`src/rtl/axis_pattern_bram_writer.sv`:
```
// Streams AXI-Stream samples into consecutive BRAM addresses from 0, counting complete
// pulses of (pulse_length+1) words and publishing the last address written.
module axis_pattern_bram_writer #(
  parameter int AXIS_TDATA_WIDTH = 16,
  parameter int BRAM_DATA_WIDTH  = 16,
  parameter int BRAM_ADDR_WIDTH  = 16,
  parameter int CNTR_WIDTH       = 16
) (
  input  logic                         aclk,
  input  logic                         aresetn,
  input  logic [2*BRAM_ADDR_WIDTH-1:0] cfg_data,
  input  logic                         arm,
  output logic                         done,
  output logic [BRAM_ADDR_WIDTH-1:0]   waveform_length,
  output logic [CNTR_WIDTH-1:0]        pulse_count,
  output logic [31:0]                  sts_data,
  output logic                         s_axis_tready,
  input  logic [AXIS_TDATA_WIDTH-1:0]  s_axis_tdata,
  input  logic                         s_axis_tvalid,
  input  logic                         s_axis_tlast,
  output logic                         bram_porta_clk,
  output logic                         bram_porta_rst,
  output logic [BRAM_ADDR_WIDTH-1:0]   bram_porta_addr,
  output logic [BRAM_DATA_WIDTH-1:0]   bram_porta_wrdata,
  output logic                         bram_porta_we
);

  typedef enum logic [1:0] {
    IDLE  = 2'd0,
    WRITE = 2'd1,
    DONE  = 2'd2
  } state_t;

  state_t state, state_next;

  logic [BRAM_ADDR_WIDTH-1:0] pulse_length;
  logic [BRAM_ADDR_WIDTH-1:0] max_addr;
  logic [BRAM_ADDR_WIDTH-1:0] addr_cnt;
  logic [BRAM_ADDR_WIDTH-1:0] point;
  logic                       truncated;
  logic                       partial;
  logic                       hs;
  logic                       at_max;
  logic                       pulse_end;
  logic                       finish;
  logic                       start;

  assign pulse_length = cfg_data[BRAM_ADDR_WIDTH-1:0];
  assign max_addr     = cfg_data[2*BRAM_ADDR_WIDTH-1:BRAM_ADDR_WIDTH];

  // Handshake: a sample transfers on any rising edge where s_axis_tvalid and
  // s_axis_tready are both high; tready is only ever high in WRITE.
  assign hs        = s_axis_tvalid & s_axis_tready;
  assign at_max    = (addr_cnt == max_addr);
  assign pulse_end = (point == pulse_length);
  assign finish    = hs & (s_axis_tlast | at_max);
  assign start     = arm & (state != WRITE);

  assign done           = (state == DONE);
  assign bram_porta_clk = aclk;
  assign bram_porta_rst = ~aresetn;
  assign sts_data       = {16'(pulse_count), 12'b0, truncated, partial, state};

  always_comb begin
    state_next = state;
    case (state)
      IDLE:    if (arm) state_next = WRITE;
      WRITE:   if (finish) state_next = DONE;
      DONE:    if (arm) state_next = WRITE;
      default: state_next = IDLE;
    endcase
  end

  always_ff @(posedge aclk or negedge aresetn) begin
    if (!aresetn) begin
      state             <= IDLE;
      s_axis_tready     <= 1'b0;
      addr_cnt          <= '0;
      point             <= '0;
      pulse_count       <= '0;
      waveform_length   <= '0;
      truncated         <= 1'b0;
      partial           <= 1'b0;
      bram_porta_we     <= 1'b0;
      bram_porta_addr   <= '0;
      bram_porta_wrdata <= '0;
    end else begin
      state         <= state_next;
      s_axis_tready <= (state_next == WRITE);
      bram_porta_we <= hs;
      if (start) begin
        addr_cnt    <= '0;
        point       <= '0;
        pulse_count <= '0;
        truncated   <= 1'b0;
        partial     <= 1'b0;
      end else if (hs) begin
        bram_porta_addr   <= addr_cnt;
        bram_porta_wrdata <= s_axis_tdata[BRAM_DATA_WIDTH-1:0];
        waveform_length   <= addr_cnt;
        // Hold at capacity so the address never wraps past max_addr.
        if (!at_max) addr_cnt <= addr_cnt + 1'b1;
        if (pulse_end) begin
          point <= '0;
          if (pulse_count != '1) pulse_count <= pulse_count + 1'b1;
        end else begin
          point <= point + 1'b1;
        end
        if (finish) begin
          truncated <= at_max & ~s_axis_tlast;
          partial   <= ~pulse_end;
        end
      end
    end
  end

endmodule

```
`config.mk`:
```
export PLATFORM = sky130hd
export DESIGN_NAME = axis_pattern_bram_writer
export DESIGN_NICKNAME = d
export VERILOG_FILES = /design/src/rtl/axis_pattern_bram_writer.sv
export SDC_FILE = /design/constraint.sdc
export NUM_CORES = 1
export LEC_CHECK = 0
export ABC_AREA = 1
export BUFFER_PORTS_ARGS = -buffer_cell sky130_fd_sc_hd__buf_2
export CORE_MARGIN = 3
export CORE_UTILIZATION = 27
export CTS_CLUSTER_DIAMETER = 40
export DETAILED_ROUTE_END_ITERATION = 6
export HOLD_SLACK_MARGIN = 0.08
export PLACE_DENSITY = 0.57
export REMOVE_ABC_BUFFERS = 1
export SLEW_MARGIN = 0
export SYNTH_ARGS = -nofsm -noshare
export SYNTH_HDL_FRONTEND = slang
export SYNTH_SLANG_ARGS = --single-unit
```
`constraint.sdc`:
```
create_clock -name aclk -period 2.4 [get_ports aclk]
set_input_delay 0.48 -clock aclk [delete_from_list [all_inputs] [get_ports aclk]]
set_output_delay 0.48 -clock aclk [all_outputs]
set_load 0.01 [all_outputs]
```
# Yosys cells after proc, flatten, opt, wreduce, memory -nomap -nowiden
# Index checks and enable logic that the tools add are counted.
# W data, S select, Z words.
[classes] eq_ne=8 mux=19 reduce_logical=10 n_addsub=3 n_bitwise=9
[ops] cell="$mux W16" n=10
[ops] cell="$add A16 B1 Y16 const B" n=3
[ops] cell="$eq A16 B16 Y1" n=2
[ops] cell="$ne A16 B16 Y1 const B" n=1
[ops] cell="$reduce_bool A2 Y1" n=4
[ops] cell="$mux W1" n=6
[ops] cell="$reduce_and A2 Y1" n=3
[ops] cell="$and A1 B1 Y1" n=4
[ops] cell="$eq A2 B1 Y1 const B" n=2
[ops] cell="$mux W2" n=2
[ops] cell="$ne A2 B1 Y1 const B" n=2
[ops] cell="$not A1 Y1" n=4
[ops] cell="$pmux W2 S2" n=1
[ops] cell="$reduce_and A3 Y1" n=1
[ops] cell="$eq A2 B2 Y1 const B" n=1
[ops] cell="$logic_not A2 Y1" n=1
[ops] cell="$reduce_or A2 Y1" n=1
[ops] cell="$or A1 B1 Y1" n=1
[word_totals] output_inout_bits=101 reg_bits=86 input_bits=53

# Logic depth before layout (Yosys ltp)
[depth] ltp_word=6 mapped_depth=13

==> metrics.md <==
| Metric | Value |
|---|---|
| Finished Layout Cells | 1163 |
| Reg-to-Reg End | pulse_count[5] |
| Routed vias/inst | between 4 and 5 |
| CP Buf/Inv Count | 3 |
| Worst r2r src | pulse_count[0] |
| Wire per inst | roughly 12 um |
| LEAKAGE | 0.00346 uW |
| FP Rows | 51 |
| Setup slack on the worst flop-to-flop path | approximately 500 ps |
| Synthesized flop and latch total | 86 |
| Gpl congestion | 0.814 |
| Worst EP required | ~1900 ps |
| Max Slew Vio Count | 0 |
| Clk pin slew, worst setup/hold paths | roughly 70 ps |
| Worst hold path type | input pin to async pin |
| Die W | approximately 150 um |
| CP max FO | 2 |
| CP max stage cell | clkbuf_16 |
| Overall routing resource usage | between 10% and 20% |
| Hold-fix buffers, CTS | 0 |
| Post-route DRC | 0 |
| Port Buffers | 141 |
| Setup TNS Final | 0 ps |
| Max Cap Violations | 0 |
| Number of DRC markers in iteration 0 | slightly below 300 |
| Critical Path, Cell by Cell | clkbuf_16, clkbuf_16, buf_2 |
| Crit path DAT | 1570 ps |
| Yosys Warn Count | 0 |
| Sequential share of the synthesized area | 39.7% |
| Post-CTS Setup Inserts | 0 |
| Die ar. | ~0.022 mm2 |
| Path depth of the worst reg2reg path | 7 |
| Post-Synthesis Cells | ~800 |
| Initial Utilization | 27.7% |
| Most used cell, CP | clkbuf_16 |
| Final wirelength | 14.4 mm |
| Synth-to-layout area growth | 19.6% |
| Number of nets in the layout | 950 |
| Core ar. | between 0.015 and 0.02 mm2 |
| RSZ-0062 raised after global routing | false |
| Final setup viols | 0 |
| Worst setup SP type | clock port |
| Worst-margin pin slew | between 600 and 700 ps |
| Total power | 6240 uW |
| First drt pass iteration count | 4 |
| Total global routing overflow | 0 |
| # fillers | about 2100 |
| Distinct cells, synth | 30 |
| Crit Path Class | clock port to primary output |
| Worst-Skew Late Latency | approximately 460 ps |
| Antenna viol nets, final | 0 |
| Max VDD drop | 597 uV |
| Via count | ~5000 |
| CP endpoint kind | primary output |
| P per Cell Area | 962 mW/mm2 |
| Syn Area/Cell | about 6.9 um2 |
| Global-route wire length before repair | between 20 and 25 mm |
| Initial antenna violation count | 1 |
| Headroom to the max-slew limit | ~55% |
| Status | finished clean |
| CTS tree | built |
| HPWL after DPL | between 10 and 15 mm |
| Height of the die | roughly 150 um |
| Max incr delay on CP | about 130 ps |
| Placed Cells incl. Taps | 1145 |
| Top Family by Delay on Critical Path | buffers and inverters |
| Post-route core utilization | 33.1% |
| Post-cts sizing count | 0 |
| # diodes | 0 |
| Final Hold Violating Endpoints | 0 |
| Largest net degree at the start of global routing | between 40 and 50 |
| Skew final | roughly 6.7 ps |
| Layout cells sized above 1 | roughly 22% |
| # IOs | approximately 150 |
| Cell Area, Synth | approximately 0.0054 mm2 |
| Vias in the first global route | ~4800 |
==> state kept, by name, summed over array words and instances, names as in the netlist <==
register / flops
state: 2
addr_cnt: 16
point: 16
bram_porta_we: 1
partial: 1
pulse_count: 16
bram_porta_addr: 16
bram_porta_wrdata: 16
truncated: 1
s_axis_tready: 1
==> per-stage QoR <==
| stage | worst slack [ps] | hold slack [ps] | instance area, um2 |
|---|---|---|---|
| 2_1_floorplan | -592 | 184 | 4990 |
| 5_1_grt | 246 | 149 | 6490 |
| 4_1_cts | 343 | 133 | 6490 |
| 3_5_place_dp | 396 | 453 | 6120 |
| 3_3_place_gp | 434 | 451 | 6120 |
| 6_report | 348 | 124 | 6490 |
==> cell usage in the layout (no fill, tap or decap), types with 2 or more instances in the layout <==
cell type | synthesis | final
inv_1 | 80 | 80
nand2_2 | 5 | 5
dfrtp_1 | 86 | 86
buf_2 | 9 | 140
nor3_1 | 14 | 14
buf_4 | 49 | 13
nand2_1 | 298 | 298
o22ai_1 | 3 | 3
ha_1 | 3 | 3
o21ai_2 | 6 | 6
o21bai_1 | 3 | 3
clkinv_2 | 0 | 2
nor2_1 | 81 | 80
conb_1 | 1 | 12
nor2_2 | 2 | 3
clkbuf_16 | 0 | 12
o21ai_0 | 37 | 37
nand4_1 | 30 | 30
inv_2 | 6 | 6
o21ai_1 | 4 | 4
xor2_1 | 23 | 23
a21oi_1 | 7 | 7
nand3_1 | 21 | 21
==> how the worst max path moves through the flow <==
stage                      start                 end  depth (start not counted)  slack [ps]
floorplan               state[1]  bram_porta_addr[0]                          8        -590
global route        addr_cnt[14]         addr_cnt[1]                         10         250
detailed placement  cfg_data[31]         addr_cnt[3]                         12         400
finish                      aclk      bram_porta_clk                          3         350
CTS                         aclk      bram_porta_clk                          3         340
global placement    cfg_data[31]         addr_cnt[3]                         12         430
==> power breakdown <==
group          internal [uW]  switching, uW  total, uW
sequential              1890            409       2300
clock                   1050            647       1700
combinational            813           1430       2240
total                   3750           2480       6240
==> cell families after synthesis <==
group	share of synthesized area, %
AND/OR/NAND/NOR	34.7
buffers and inverters	14.7
flip-flops	39.7
AO/OA/AOI/OAI	6.29
XOR/XNOR	3.87
adder cells (fa/ha/maj)	0.692
other	0.0691
==> cell type report <==
type	count	area (um2)	share of cell area, %
Tap cell	265	332	5.11
Timing Repair Buffer	152	793	12.2
Sequential cell	86	2150	33.2
Clock buffer	15	323	4.97
Clock inverter	4	47.5	0.733
Inverter	86	323	4.97
Multi-Input combinational cell	555	2520	38.8
==> cell usage after synthesis, drive strengths merged <==
master,count,share of area [%]
nor2,83,5.8
nand2,303,21
dfrtp,86,40
o21ai,47,4.7
o22ai,3,0.35
o21bai,3,0.42
ha,3,0.69
a22oi,1,0.14
clkbuf,5,0.35
conb,1,0.069
nor3,14,1.3
nand3,23,2.4
buf,64,8.4
inv,86,5.9
nand4,31,3.7
nor3b,1,0.23
xor2,23,3.7
a21oi,7,0.65
xnor2,1,0.16
==> layer usage <==
layer	wire length, um	track usage, %	part of all wire (%)	vias up
met5	13	0	0.090	-
met4	114	3.63	0.79	2
met3	738	3.46	5.1	12
met2	6820	22.7	47	113
met1	6680	17.4	46	2266
li1	-	-	-	2598
No activity file was read; power rests on OpenSTA's default activity.
